$ cat config.mk
export PLATFORM = sky130hd
export DESIGN_NAME = car_chime_ctrl
export DESIGN_NICKNAME = d
export VERILOG_FILES = /design/src/rtl/car_warn_pkg.sv /design/src/rtl/tick_prescaler.sv /design/src/rtl/car_chime_ctrl.sv
export SDC_FILE = /design/constraint.sdc
export NUM_CORES = 1
export LEC_CHECK = 0
export CORE_UTILIZATION = 23
export CTS_CLUSTER_DIAMETER = 30
export DETAILED_ROUTE_END_ITERATION = 10
export HOLD_SLACK_MARGIN = 0.1
export PLACE_DENSITY = 0.48
export RECOVER_POWER = 25
export SLEW_MARGIN = 20
export SYNTH_ARGS = -nofsm -noshare
export SYNTH_HDL_FRONTEND = slang
export SYNTH_SLANG_ARGS = --single-unit
$ cat constraint.sdc
create_clock -name Clk -period 3.1 [get_ports Clk]
set_clock_uncertainty 0.05 [all_clocks]
set_input_delay 0.62 -clock Clk [delete_from_list [all_inputs] [get_ports Clk]]
set_output_delay 0.62 -clock Clk [all_outputs]
set_load 0.005 [all_outputs]
$ cat src/rtl/car_warn_pkg.sv
// Shared types and defaults for the car warning chime.
// chime_state_t : states of the chime sequencer
// DEF_*         : default timing constants
// cnt_w()       : bit width needed to hold a counter's maximum value
package car_warn_pkg;

  typedef enum logic [2:0] {
    IDLE     = 3'd0,
    DELAY    = 3'd1,
    BEEP_ON  = 3'd2,
    BEEP_OFF = 3'd3,
    DONE     = 3'd4
  } chime_state_t;

  localparam int DEF_CLK_DIV   = 1000;
  localparam int DEF_DLY_TICKS = 3;
  localparam int DEF_ON_TICKS  = 2;
  localparam int DEF_OFF_TICKS = 2;
  localparam int DEF_MAX_BEEPS = 5;

  function automatic int cnt_w(input int max_val);
    return $clog2(max_val) + 1;
  endfunction

endpackage

$ cat src/rtl/tick_prescaler.sv
// Free-running divider producing a one-cycle tick every CLK_DIV cycles.
// Clk   : system clock
// RstN  : asynchronous active-low reset
// Clear : restarts the count at 0 (held high keeps the count at 0)
// Tick  : high while the count equals CLK_DIV-1
module tick_prescaler
  import car_warn_pkg::*;
#(
  parameter int CLK_DIV = DEF_CLK_DIV
) (
  input  logic Clk,
  input  logic RstN,
  input  logic Clear,
  output logic Tick
);

  localparam int CW = cnt_w(CLK_DIV - 1);
  localparam logic [CW-1:0] CNT_MAX = CW'(CLK_DIV - 1);

  logic [CW-1:0] cnt;

  always_ff @(posedge Clk or negedge RstN) begin
    if (!RstN) begin
      cnt <= '0;
    end else if (Clear || (cnt == CNT_MAX)) begin
      cnt <= '0;
    end else begin
      cnt <= cnt + 1'b1;
    end
  end

  assign Tick = (cnt == CNT_MAX);

endmodule

$ cat src/rtl/car_chime_ctrl.sv
// Buzzer sequencer for the car warning alarm: synchronises Alarm, waits a
// grace delay, issues MAX_BEEPS on/off beeps, then stays silent until the
// alarm clears. A driver Mute pulse ends the pattern early.
// Clk     : system clock
// RstN    : asynchronous active-low reset
// Alarm   : asynchronous warning level
// Mute    : synchronous driver-acknowledge pulse
// Buzzer  : buzzer drive
// Active  : pattern in progress (DELAY, BEEP_ON, BEEP_OFF)
// Expired : pattern finished or muted (DONE)
module car_chime_ctrl
  import car_warn_pkg::*;
#(
  parameter int CLK_DIV   = DEF_CLK_DIV,
  parameter int DLY_TICKS = DEF_DLY_TICKS,
  parameter int ON_TICKS  = DEF_ON_TICKS,
  parameter int OFF_TICKS = DEF_OFF_TICKS,
  parameter int MAX_BEEPS = DEF_MAX_BEEPS
) (
  input  logic Clk,
  input  logic RstN,
  input  logic Alarm,
  input  logic Mute,
  output logic Buzzer,
  output logic Active,
  output logic Expired
);

  localparam int TMAX = (DLY_TICKS > ON_TICKS) ?
                        ((DLY_TICKS > OFF_TICKS) ? DLY_TICKS : OFF_TICKS) :
                        ((ON_TICKS > OFF_TICKS) ? ON_TICKS : OFF_TICKS);
  localparam int TW = cnt_w(TMAX);
  localparam int BW = cnt_w(MAX_BEEPS);

  logic          alarm_p0;
  logic          alarm_p1;
  logic          alarm_s;
  logic          mute_q;
  chime_state_t  state;
  chime_state_t  state_nxt;
  logic          is_run;
  logic          tick;
  logic          ctr_clear;
  logic          timer_done;
  logic [TW-1:0] tick_cnt;
  logic [TW-1:0] tick_lim_m1;
  logic [BW-1:0] beep_cnt;
  logic          buzzer_d;
  logic          active_d;
  logic          expired_d;

  // Stage: two-flop synchroniser for the asynchronous Alarm level
  always_ff @(posedge Clk or negedge RstN) begin
    if (!RstN) begin
      alarm_p0 <= 1'b0;
      alarm_p1 <= 1'b0;
    end else begin
      alarm_p0 <= Alarm;
      alarm_p1 <= alarm_p0;
    end
  end

  assign alarm_s = alarm_p1;
  assign is_run  = (state == DELAY) || (state == BEEP_ON) || (state == BEEP_OFF);

  // Mute is captured only while a pattern runs, so a press in IDLE or DONE
  // cannot carry over into a later pattern.
  always_ff @(posedge Clk or negedge RstN) begin
    if (!RstN) begin
      mute_q <= 1'b0;
    end else begin
      mute_q <= Mute && is_run;
    end
  end

  // Stage: FSM state register, timers and counters
  always_ff @(posedge Clk or negedge RstN) begin
    if (!RstN) begin
      state <= IDLE;
    end else begin
      state <= state_nxt;
    end
  end

  tick_prescaler #(
    .CLK_DIV (CLK_DIV)
  ) u_prescaler (
    .Clk   (Clk),
    .RstN  (RstN),
    .Clear (ctr_clear),
    .Tick  (tick)
  );

  // Timers restart on every state change and stay parked when idle or done.
  assign ctr_clear = (state_nxt != state) || (state == IDLE) || (state == DONE);

  always_comb begin
    tick_lim_m1 = '0;
    case (state)
      DELAY:    tick_lim_m1 = TW'(DLY_TICKS - 1);
      BEEP_ON:  tick_lim_m1 = TW'(ON_TICKS - 1);
      BEEP_OFF: tick_lim_m1 = TW'(OFF_TICKS - 1);
      default:  tick_lim_m1 = '0;
    endcase
  end

  assign timer_done = tick && (tick_cnt == tick_lim_m1);

  always_ff @(posedge Clk or negedge RstN) begin
    if (!RstN) begin
      tick_cnt <= '0;
    end else if (ctr_clear) begin
      tick_cnt <= '0;
    end else if (tick) begin
      tick_cnt <= tick_cnt + 1'b1;
    end
  end

  always_ff @(posedge Clk or negedge RstN) begin
    if (!RstN) begin
      beep_cnt <= '0;
    end else if (state == IDLE) begin
      beep_cnt <= '0;
    end else if ((state == BEEP_ON) && (state_nxt == BEEP_OFF)) begin
      beep_cnt <= beep_cnt + 1'b1;
    end
  end

  // Priority: alarm cleared, then mute, then timer expiry, then arming.
  always_comb begin
    state_nxt = state;
    if (!alarm_s) begin
      state_nxt = IDLE;
    end else if (mute_q && is_run) begin
      state_nxt = DONE;
    end else if (is_run && timer_done) begin
      case (state)
        DELAY:    state_nxt = BEEP_ON;
        BEEP_ON:  state_nxt = BEEP_OFF;
        BEEP_OFF: state_nxt = (beep_cnt == BW'(MAX_BEEPS)) ? DONE : BEEP_ON;
        default:  state_nxt = state;
      endcase
    end else if (state == IDLE) begin
      state_nxt = DELAY;
    end
  end

  // Outputs decode the next state so they move on the same edge as the FSM.
  always_comb begin
    buzzer_d  = 1'b0;
    active_d  = 1'b0;
    expired_d = 1'b0;
    case (state_nxt)
      DELAY:    active_d  = 1'b1;
      BEEP_ON:  begin buzzer_d = 1'b1; active_d = 1'b1; end
      BEEP_OFF: active_d  = 1'b1;
      DONE:     expired_d = 1'b1;
      default:  ;
    endcase
  end

  // Stage: registered outputs
  always_ff @(posedge Clk or negedge RstN) begin
    if (!RstN) begin
      Buzzer  <= 1'b0;
      Active  <= 1'b0;
      Expired <= 1'b0;
    end else begin
      Buzzer  <= buzzer_d;
      Active  <= active_d;
      Expired <= expired_d;
    end
  end

endmodule

Word level (Yosys, flattened, before mapping)
Cells that the tools add are included.
{"block": "op_classes", "n_addsub": 3, "eq_ne": 12, "muxes": 15, "reduce_logical": 15}
{"operator": "$mux 3", "n": 7}
{"operator": "$eq 3x2->1 const B", "n": 4}
{"operator": "$add 11x1->11 const B", "n": 1}
{"operator": "$eq 11x10->1 const B", "n": 1}
{"operator": "$mux 11", "n": 1}
{"operator": "$pmux 3 s3", "n": 1}
{"operator": "$mux 4", "n": 2}
{"operator": "$eq 3x1->1 const B", "n": 2}
{"operator": "$eq 3x3->1 const B", "n": 2}
{"operator": "$logic_and 1x1->1", "n": 5}
{"operator": "$logic_or 1x1->1", "n": 5}
{"operator": "$add 4x1->4 const B", "n": 1}
{"operator": "$eq 4x3->1 const B", "n": 1}
{"operator": "$pmux 2 s2", "n": 1}
{"operator": "$reduce_bool 2->1", "n": 2}
{"operator": "$add 3x1->3 const B", "n": 1}
{"operator": "$eq 3x3->1", "n": 1}
{"operator": "$logic_not 3->1", "n": 1}
{"operator": "$mux 1", "n": 3}
{"operator": "$ne 3x3->1", "n": 1}
{"operator": "$reduce_or 3->1", "n": 1}
{"operator": "$reduce_or 2->1", "n": 1}
{"block": "totals", "reg_bits": 27, "inputBits": 4, "out_inout_bits": 3, "elab_cells": 55}

Logic depth before layout (Yosys ltp)
{"block": "depth", "ltp_word": 14, "mapped_depth": 7, "mapped_depth_nobuf": 7}

Cells and area by module
From an unflattened synthesis, not the netlist that was laid out.
{"block": "unflattened", "cells_unflattened": 134, "area_unflattened_um2": 1387.6}
{"mod": "car_chime_ctrl", "instances": 1, "cells_per_inst": 78, "area_per_inst_um2": 834.6, "seq_area_each_um2": 400.4}
{"mod": "tick_prescaler", "instances": 1, "cells_per_inst": 56, "area_per_inst_um2": 553.0, "seq_area_each_um2": 275.3}

Least setup slack after synthesis
No wires, ideal clock.
{"block": "synth_path", "path_type": "register to register", "startpoint": "register u_prescaler.cnt[4]", "endpoint": "register state[0]", "setup_ps": 127, "arrival_ps": 1871, "required_time_ps": 2923, "slack_ps": 1052, "stages_incl_launch_ff": 6, "path_buffers": 0, "period_less_slack_ps": 2048, "path_cell_list": "dfrtp_1 > or4b_4 > nor4_4 > o21ai_1 > a32o_1 > or2_2"}
{"block": "synth_between", "elab_chain_len": 6}
{"element": "from (decl)", "line": "tick_prescaler.sv:20", "text": "logic [CW-1:0] cnt;"}
{"element": "from (signal assigned)", "line": "tick_prescaler.sv:28", "text": "cnt <= cnt + 1'b1;"}
{"element": "$eq 11x10->1", "line": "tick_prescaler.sv:32", "text": "assign Tick = (cnt == CNT_MAX);"}
{"element": "$logic_and 1x1->1", "line": "car_chime_ctrl.sv:107", "text": "assign timer_done = tick && (tick_cnt == tick_lim_m1);"}
{"element": "$logic_and 1x1->1", "line": "car_chime_ctrl.sv:136", "text": "end else if (is_run && timer_done) begin"}
{"element": "$mux 3", "line": "car_chime_ctrl.sv:136"}
{"element": "$mux 3", "line": "car_chime_ctrl.sv:134", "text": "end else if (mute_q && is_run) begin"}
{"element": "$mux 3", "line": "car_chime_ctrl.sv:132", "text": "if (!alarm_s) begin"}
{"element": "via state_nxt[0]", "line": "car_chime_ctrl.sv:40", "text": "chime_state_t state_nxt;"}
{"element": "to (signal assigned)", "line": "car_chime_ctrl.sv:81", "text": "state <= state_nxt;"}
{"element": "to (decl)", "line": "car_chime_ctrl.sv:39", "text": "chime_state_t state;"}
The timed path passes the listed nets, and every way through them passes these cells.
A chain may end at the register's enable or synchronous reset.

Final worst setup path
Ends and elaborated chain as after synthesis.

==> impl_metrics.py <==
metrics = {
    "run_status": {
        "status": "completed",
    },
    "timing": {
        "setup_ws_ns": 0.892,
        "max_freq_mhz": 453,
        "max_slew_margin": 0.0582,
        "tightestPinTransition_ns": 1.41,
        "tns_ns": 0,
        "hold_violations": 0,
        "whs_ns": 0.305,
        "finalCritPeriodShare": 0.712,
        "fin_crit_ns": 2.21,
        "slew_violations": 0,
        "final-setup-viol-count": 0,
        "rsz0062_at_grt": "false",
    },
    "clock_tree": {
        "cts-buffers-inserted": 3,
        "cts_tree": "yes",
        "clk_latency_ns": 0.27,
        "htree_num_levels": 1,
        "ctsResizeCount": 0,
        "root_buffer": "clkbuf_8",
        "cts.sink_count": 27,
        "clkSlewWorstSetupHoldPaths_ns": 0.09,
        "hold_buffers": 0,
        "clk_path_buf_depth": 2,
        "postCtsSetupBuffers": 0,
    },
    "setup_path": {
        "end_kind": "flip-flop",
        "critPathMaxFanout": 5,
        "critPathLaunchType": "flip-flop",
        "arrival_ns": 2.32,
        "cp.required_ns": 3.21,
        "criticalPathCategory": "reg -> reg",
        "reg2reg_slack_ns": 0.89,
    },
    "power": {
        "power_density_mw_per_mm2": 445,
        "ir_drop_v": 0.000176,
        "p_total_uw": 683,
        "p_leak_nw": 0.590,
    },
    "logic_synthesis": {
        "netlist.top_cell.by_area": "dfrtp_1",
        "async_flop_share": 1.00,
        "synth_area_mm2": 0.00134,
        "synth_flop_cell": "dfrtp_1",
        "ys_ff_latch": 27,
        "synthTopCellsByArea": "dfrtp_1 50%, nor2_1 5.3%, xor2_1 4.6%, ha_1 3.7%, xnor2_1 3.3%",
        "synth_nets": 135,
        "synth_cell_types": 35,
        "ys_warn_count": 0,
        "synth.avg_cell_area_um2": 10.6,
        "synth-edff-count": 0,
        "yosysSeqAreaShare": 0.503,
        "synth_top_area_share": 0.503,
        "postSynthCellCount": 127,
    },
    "cells_and_area": {
        "syn_to_final_growth_pct": 14.2,
        "fin_nets": 145,
        "fin_util": 0.275,
        "drive_gt1_frac": 0.0882,
        "n_antenna_cell": 0,
        "fill_cells": 592,
        "finalInstanceArea_mm2": 0.00153,
        "regArea_um2": 676,
        "final_cells": 208,
        "multi_input_area_um2": 643,
    },
    "placed_design": {
        "hpwl_mm": 1.83,
        "dp_slack_ns": 0.907,
        "dp.cells": 204,
        "portBuffers": 6,
        "placed_cell_area_mm2": 0.00149,
        "globalplace.congestion": 0.762,
    },
    "detailed_routing": {
        "routed_wl_mm": 2.48,
        "drt_iter0_markers": 24,
        "post_drt_wl_per_cell_um": 11.9,
        "ant_nets": 0,
        "vias": 936,
        "drc": 0,
        "drt_first_pass_iters": 2,
        "routed_via_density": 4.50,
    },
    "floorplan": {
        "initial_utilization": 0.241,
        "coreArea_mm2": 0.00557,
        "die_area_mm2": 0.00615,
        "die_w_um": 78.4,
        "die_h_um": 78.4,
        "num_rows": 27,
        "ios": 7,
    },
    "flow_run": {
        "cap_violations": 0,
    },
    "global_routing": {
        "grtUsageTotal": 0.0937,
        "grt_max_degree": 28,
        "grt_pass1_wl_mm": 4.51,
        "first_global_vias": 1002,
        "antenna_found_initial": 0,
        "grt-ovfl-total": 0,
    },
    "hold_path": {
        "hold_path_class": "reg -> reg",
    },
}
==> registers in the layout, summed over array words and instances (netlist names) <==
| name | cells |
|---|---|
| Active | 1 |
| Buzzer | 1 |
| Expired | 1 |
| alarm_p0 | 1 |
| alarm_p1 | 1 |
| beep_cnt | 4 |
| mute_q | 1 |
| state | 3 |
| tick_cnt | 3 |
| u_prescaler.cnt | 11 |
==> cell families after synthesis <==
| family | after synthesis | synth area share |
|---|---|---|
| muxes | 1 | 0.00746 |
| AOI/OAI and AO/OA | 17 | 0.0876 |
| DFF | 27 | 0.503 |
| buffers and inverters | 6 | 0.0177 |
| and+or+nand+nor | 60 | 0.268 |
| adders and majority gates | 4 | 0.0373 |
| xor gates and xnor gates | 12 | 0.0783 |
==> layout by cell type (no fill, tap or decap), types with 3 or more instances in the layout <==
cell type        instances
a21oi_1                  6
xnor2_1                  5
ha_1                     4
clkbuf_8                 3
inv_1                    4
nor3_1                   6
dfrtp_1                 27
o21ai_0                  3
nand3_1                  7
nor2_1                  19
clkdlybuf4s50_1          4
nor2b_1                  3
xor2_1                   7
nand2_1                  8
==> metal layers <==
layer,wire (um),track usage
met5,0,0
met3,80,0.0279
met2,1250,0.166
met1,1130,0.110
met4,19,0.0222
==> cells in the mapped netlist (3+ instances only) <==
cell type  number
nand2_1         8
ha_1            4
xor2_1          7
nand3_1         7
inv_1           4
xnor2_1         5
nor2b_1         3
a21oi_1         6
nor2_1         19
nor3_1          6
o21ai_0         3
dfrtp_1        27
==> final cells by class <==
| cell class | instances | area share |
|---|---|---|
| Multi-Input combinational cell | 94 | 0.420 |
| Timing Repair Buffer | 7 | 0.0416 |
| Inverter | 4 | 0.00980 |
| Tap cell | 72 | 0.0588 |
| Sequential cell | 27 | 0.441 |
| Clock buffer | 4 | 0.0294 |
==> where the power goes <==
| group | switching (mW) | leakage, nW | total [mW] | internal, mW |
|---|---|---|---|---|
| combinational | 0.0587 | 0.200 | 0.0972 | 0.0385 |
| clock | 0.106 | 0.0228 | 0.198 | 0.0920 |
| sequential | 0.0222 | 0.367 | 0.388 | 0.366 |
==> worst paths after layout <==
kind	from	to	cells after the start
max reg2reg	u_prescaler.cnt[4]	state[0]	5
min in group asynchronous	RstN	Active	2
max in group asynchronous	RstN	u_prescaler.cnt[2]	2
min reg2reg	alarm_p0	alarm_p1	0
max	u_prescaler.cnt[4]	state[0]	5
min	alarm_p0	alarm_p1	0
==> worst max-delay path, cell delays in order, from the launching register on <==
cell,delay [ns]
dfrtp_1,0.42
or4b_4,0.57
nor4_4,0.27
o21ai_1,0.19
a32o_1,0.33
or2_2,0.28
(Power assumes the default switching activity.)
==> edit 1 (same settings) <==
`DEF_CLK_DIV`: 1000 -> 500.
--- a/src/rtl/car_warn_pkg.sv
+++ b/src/rtl/car_warn_pkg.sv
@@ -13,5 +13,5 @@
   } chime_state_t;
 
-  localparam int DEF_CLK_DIV   = 1000;
+  localparam int DEF_CLK_DIV   = 500;
   localparam int DEF_DLY_TICKS = 3;
   localparam int DEF_ON_TICKS  = 2;
Function: no difference found for any inputs over 10 cycles, from zero or initial values and one cycle with RstN low; that may be too few to reach the edited logic, so the function may still have changed.
==> edit 1 against the original RTL <==
  * Synthesized area increased by 7.4%
  * Final area increased by 5.6%
  * Global-route usage increased by 0.67 points
  * Power decreased by 9.7%
  * Sequential cell count decreased by 1
  * First-iteration DRC count increased by 110%
  * Wire length increased by 15%
  * Setup slack got worse by 0.0051 ns
  * Largest cell class is now multi-input combinational cells
==> edit 1: results (changes against the original RTL) <==
- First-pass GRT wire length: 5120 um (+14%)
- Uppermost signal routing layer after detailed routing: met4
- Number of iterations in the first detailed-routing pass: 4 (+2)
- Placer Congestion: 0.856 (+12%)
- Maximum number of pins on one net before global-route repair: 27 (-3.6%)
* Cell variety after synth: 39 (+11%)
* Routed via count divided by cell count: 4.84 (+7.5%)
* Sequential cell power: 356 uW (-8.2%)
* Cell count after placement: 213 (+4.4%)
* Detailed route wirelength on metal2: 1380 um (+11%)
- The maximum buffer depth of the clock tree was 2 (unchanged).
- The met1 wire length was 1350 um (+19%).
- The average cell area after synthesis is 10.7 um^2 (+1.0%).
* Residual antenna-violating net count after detailed routing: 0 (unchanged)
* Half-perimeter wire length of the detailed placement result: 2100 um (+15%)
- The sequential cell area fraction in the yosys report came to 45.1% (-5.2 points).
* GRT met2 Usage: 16.4% (-0.19 points)
- The routed length on met3 was 118 um (+48%).
- Worst Setup Slack post-DPL: 0.872 ns (-0.0353 ns)
- Vias in the first global route: 1,091 (+8.9%)
- Fraction of final layout cells sized beyond drive strength 1: 8.51% (-0.31 points)
* Status: completed
- Critical-path cell with the highest stage delay: sky130_fd_sc_hd__a2111oi_4
- Insertion delay to the later sink of the worst-skew pair: 0.27 ns (about the same)
- Overall global routing resource usage: 10.0% (+0.67 points)
- Placed instance area: 0.00158 mm^2 (+6.0%)
- Buffers on Ports: 6 (unchanged)
* Worst IR Drop VDD: 0.159 mV (-9.6%)
- The mean routed wirelength per cell is 13.2 um (+11%).
- Max stage delay on crit path: 0.52 ns (-0.05 ns)
- Met3 Use GR: 3.48% (+0.69 points)
- Type of the most critical hold path: flop to flop
- Final nets: 151 (+4.1%)
- Highest fanout seen on the critical path: 6 (+1)
* Leakage power: 0.677 nW (+15%)
* Root buf cell: sky130_fd_sc_hd__clkbuf_8
- Number of violations reported at the end of detailed-routing iteration 0: 50 (+110%)
- Combinational group power: 68.0 uW (-30%)
- The total internal power is 460 uW (-7.4%).
- Worst slew pin tran: 1.41 ns (-0.00754 ns)
- The aggregate routed wire length was 2850 um (+15%).
- The switching portion of total power was 25.4% (-1.9 points).
* Cell types with the largest area share after synthesis: sky130_fd_sc_hd__dfrtp_1 (45%), sky130_fd_sc_hd__nor3b_1 (5.7%), sky130_fd_sc_hd__xor2_1 (4.3%), sky130_fd_sc_hd__ha_1 (3.5%), sky130_fd_sc_hd__nor2_1 (2.6%)
* Filler cell count in the final layout: 626 (+5.7%)
- The kind of cell with the highest combined delay along the critical path is compound AO/OA/AOI/OAI gates.
- The commonest cells after synthesis are sky130_fd_sc_hd__dfrtp_1 (26), sky130_fd_sc_hd__nor3b_1 (11), sky130_fd_sc_hd__nor2_1 (10).
* Met1 Resource Use GR: 12.7% (+1.7 points)
* Biggest regs: u_prescaler.cnt (10), beep_cnt (4)
==> edit 1: changes by cell type in the layout (fill, tap and decap cells not counted), moves of 3 or more <==
| cell | delta |
|---|---|
| sky130_fd_sc_hd__nor4_1 | +4 |
| sky130_fd_sc_hd__and3b_1 | +3 |
| sky130_fd_sc_hd__nand4_1 | +4 |
| sky130_fd_sc_hd__nor2_1 | -9 |
| sky130_fd_sc_hd__nor3b_1 | +10 |
| sky130_fd_sc_hd__inv_1 | +3 |
| sky130_fd_sc_hd__nor3_1 | -4 |
| sky130_fd_sc_hd__a211oi_1 | +3 |
==> edit 1: worst paths after layout <==
path	cells past startpoint	slack [ns]	endpoint	from
max	6	0.89	beep_cnt[2]	u_prescaler.cnt[0]
min	0	0.31	alarm_p1	alarm_p0
max reg2reg	6	0.89	beep_cnt[2]	u_prescaler.cnt[0]
min reg2reg	0	0.31	alarm_p1	alarm_p0
max in group asynchronous	2	1.04	beep_cnt[1]	RstN
min in group asynchronous	2	1.14	u_prescaler.cnt[7]	RstN
==> edit 1: logic make-up (layout without fill, tap and decap cells) <==
group,Yosys count,in the layout,synth area share [%]
compound gates,24,24,14.4
xor+xnor,11,11,6.68
fa+ha+maj,4,4,3.47
buf+inv,12,18,3.82
flops,26,26,45.1
mux,3,3,2.08
simple gates,55,55,24.4
==> edit 1: final cells by class <==
cell class | instances | area, um^2 | area share (%)
Timing Repair Buffer | 8 | 71.3 | 4.40
Tap cell | 75 | 93.8 | 5.80
Clock buffer | 3 | 41.3 | 2.55
Multi-Input combinational cell | 97 | 736 | 45.4
Sequential cell | 26 | 651 | 40.2
Inverter | 7 | 26.3 | 1.62
==> edit 2 (same settings) <==
Without the edit above. Make the reset (`RstN`) synchronous in 7 clocked blocks. Comments in the files are not updated.
--- a/src/rtl/tick_prescaler.sv
+++ b/src/rtl/tick_prescaler.sv
@@ -20,5 +20,5 @@
   logic [CW-1:0] cnt;
 
-  always_ff @(posedge Clk or negedge RstN) begin
+  always_ff @(posedge Clk) begin
     if (!RstN) begin
       cnt <= '0;
--- a/src/rtl/car_chime_ctrl.sv
+++ b/src/rtl/car_chime_ctrl.sv
@@ -51,5 +51,5 @@
 
   // Stage: two-flop synchroniser for the asynchronous Alarm level
-  always_ff @(posedge Clk or negedge RstN) begin
+  always_ff @(posedge Clk) begin
     if (!RstN) begin
       alarm_p0 <= 1'b0;
@@ -66,5 +66,5 @@
   // Mute is captured only while a pattern runs, so a press in IDLE or DONE
   // cannot carry over into a later pattern.
-  always_ff @(posedge Clk or negedge RstN) begin
+  always_ff @(posedge Clk) begin
     if (!RstN) begin
       mute_q <= 1'b0;
@@ -75,5 +75,5 @@
 
   // Stage: FSM state register, timers and counters
-  always_ff @(posedge Clk or negedge RstN) begin
+  always_ff @(posedge Clk) begin
     if (!RstN) begin
       state <= IDLE;
@@ -107,5 +107,5 @@
   assign timer_done = tick && (tick_cnt == tick_lim_m1);
 
-  always_ff @(posedge Clk or negedge RstN) begin
+  always_ff @(posedge Clk) begin
     if (!RstN) begin
       tick_cnt <= '0;
@@ -117,5 +117,5 @@
   end
 
-  always_ff @(posedge Clk or negedge RstN) begin
+  always_ff @(posedge Clk) begin
     if (!RstN) begin
       beep_cnt <= '0;
@@ -161,5 +161,5 @@
 
   // Stage: registered outputs
-  always_ff @(posedge Clk or negedge RstN) begin
+  always_ff @(posedge Clk) begin
     if (!RstN) begin
       Buzzer  <= 1'b0;
Behaviour: differs if RstN is asserted again (counterexample within 4 cycles, from zero or initial values and one cycle with RstN low); with RstN held inactive, the same outputs for 10 cycles.
==> edit 2 against the original RTL <==
  * Final area decreased by 5.2%
  * Sequential share of layout area down 6.9 points
  * Via count grew 7.9%
  * Setup slack got worse by 0.21 ns
  * First-iteration DRC count rose to 2.8 times the old value
  * Critical endpoint is now Buzzer
  * Die area is 4.9% lower
  * Wire length shrank 0.40%
  * Synthesized area is 5.0% lower
  * Global-route usage shrank 0.30 points
  * Sequential cell count stayed put
Power is not compared: it rests on default switching activity, and its combinational part moved more than twofold at a synthesized area within 25%.
==> edit 2: results (changes against the original RTL) <==
- The wire length of the first global-routing pass came to 4330 um (-3.8%).
- After synthesis, the cell types taking the most area are sky130_fd_sc_hd__dfxtp_1 (42%), sky130_fd_sc_hd__nor2_1 (5.6%), sky130_fd_sc_hd__xnor2_1 (5.5%), sky130_fd_sc_hd__ha_1 (3.9%), sky130_fd_sc_hd__nor3_1 (3.9%).
- The share of layout cells above drive strength 1 was 7.64% (-1.2 points).
* GRT met2 Usage: 16.7% (+0.088 points)
- Met3 Use GR: 2.99% (+0.20 points)
- The final weighted congestion in routability-driven placement was 0.828 (+8.7%).
* Arithmetic-cell share of the synthesized area counting full adders, half adders and majority gates: 3.93% (+0.20 points)
- The fraction of synthesized area in multiplexers came to 1.57% (+0.82 points).
- Cell count after placement: 210 (+2.9%)
* Cell variety after synth: 37 (+5.7%)
* CP arrival: 2.56 ns (+0.24 ns)
- The net total in the final layout was 153 (+5.5%).
* Most numerous cell in the Yosys netlist: sky130_fd_sc_hd__dfxtp_1
- The biggest fanout along the worst timing path is 6 (+1).
* Half-perimeter wire length of the detailed placement result: 1850 um (+1.3%)
- Number of instances in the synthesized netlist: 136 (+7.1%)
- The xor/xnor share of the synthesized area came to 7.56% (-0.27 points).
- Compound-Gate Fraction of Synth Area: 15.0% (+6.3 points)
- The mean routed wirelength per cell is 11.5 um (-3.2%).
- Met1 Resource Use GR: 10.1% (-0.94 points)
* Total number of vias: 1,010 (+7.9%)
- The iteration count of the initial detailed-routing pass was 4 (+2).
* Worst slew pin tran: 0.573 ns (-0.839 ns)
- The flow ran to the end, and the final reports show no timing, DRC or antenna violations.
- The aggregate global-route resource usage is 9.06% (-0.30 points).
- Vias in the first global route: 976 (-2.6%)
* Maximum number of pins on one net before global-route repair: 15 (-46%)
- The largest individual stage delay along the critical path comes from the cell sky130_fd_sc_hd__or4_4.
[edit 2: report_power, final]
group | leakage, nW | total (mW) | switching, mW | internal (mW)
Combinational | 0.240 | 0.0144 | 0.00716 | 0.00725
Clock | 0.0228 | 0.199 | 0.107 | 0.0921
Sequential | 0.218 | 0.351 | 0.00244 | 0.349
[edit 2: logic make-up after synthesis]
family / Yosys count
AO/OA/AOI/OAI: 21
XOR/XNOR: 11
adder cells (fa/ha/maj): 4
buffers and inverters: 8
flip-flops: 27
multiplexers: 2
AND/OR/NAND/NOR: 63
[edit 2: area by class of cell]
class                           instances  area [um^2]  share of cell area [%]
Clock buffer                            4         45.0                    3.10
Inverter                                5         18.8                    1.29
Multi-Input combinational cell        101          697                    48.0
Sequential cell                        27          541                    37.2
Tap cell                               70         87.6                    6.03
Timing Repair Buffer                    7         63.8                    4.39
[edit 2: routing by layer]
| metal | vias up | share of wire, % |
|---|---|---|
| li1 | 504 | - |
| met1 | 479 | 44 |
| met2 | 23 | 51 |
| met3 | 4 | 4.6 |
| met4 | 0 | 0.77 |
| met5 | - | 0 |
[edit 2: worst paths after layout]
check	to	start	slack [ns]	cells past startpoint
setup / recovery	Buzzer	u_prescaler.cnt[2]	0.68	5
hold / removal	alarm_p1	alarm_p0	0.39	1
setup reg to reg	Buzzer	u_prescaler.cnt[2]	0.68	5
hold reg to reg	alarm_p1	alarm_p0	0.39	1
[edit 2: stage by stage]
| stage | area [um^2] | hold WS, ns | setup slack, ns |
|---|---|---|---|
| after floorplan | 1270 | 0.362 | 0.788 |
| after global placement | 1410 | 0.378 | 0.785 |
| after detailed placement | 1410 | 0.377 | 0.730 |
| after CTS | 1460 | 0.399 | 0.710 |
| after global routing | 1450 | 0.430 | 0.554 |
| final | 1450 | 0.391 | 0.683 |
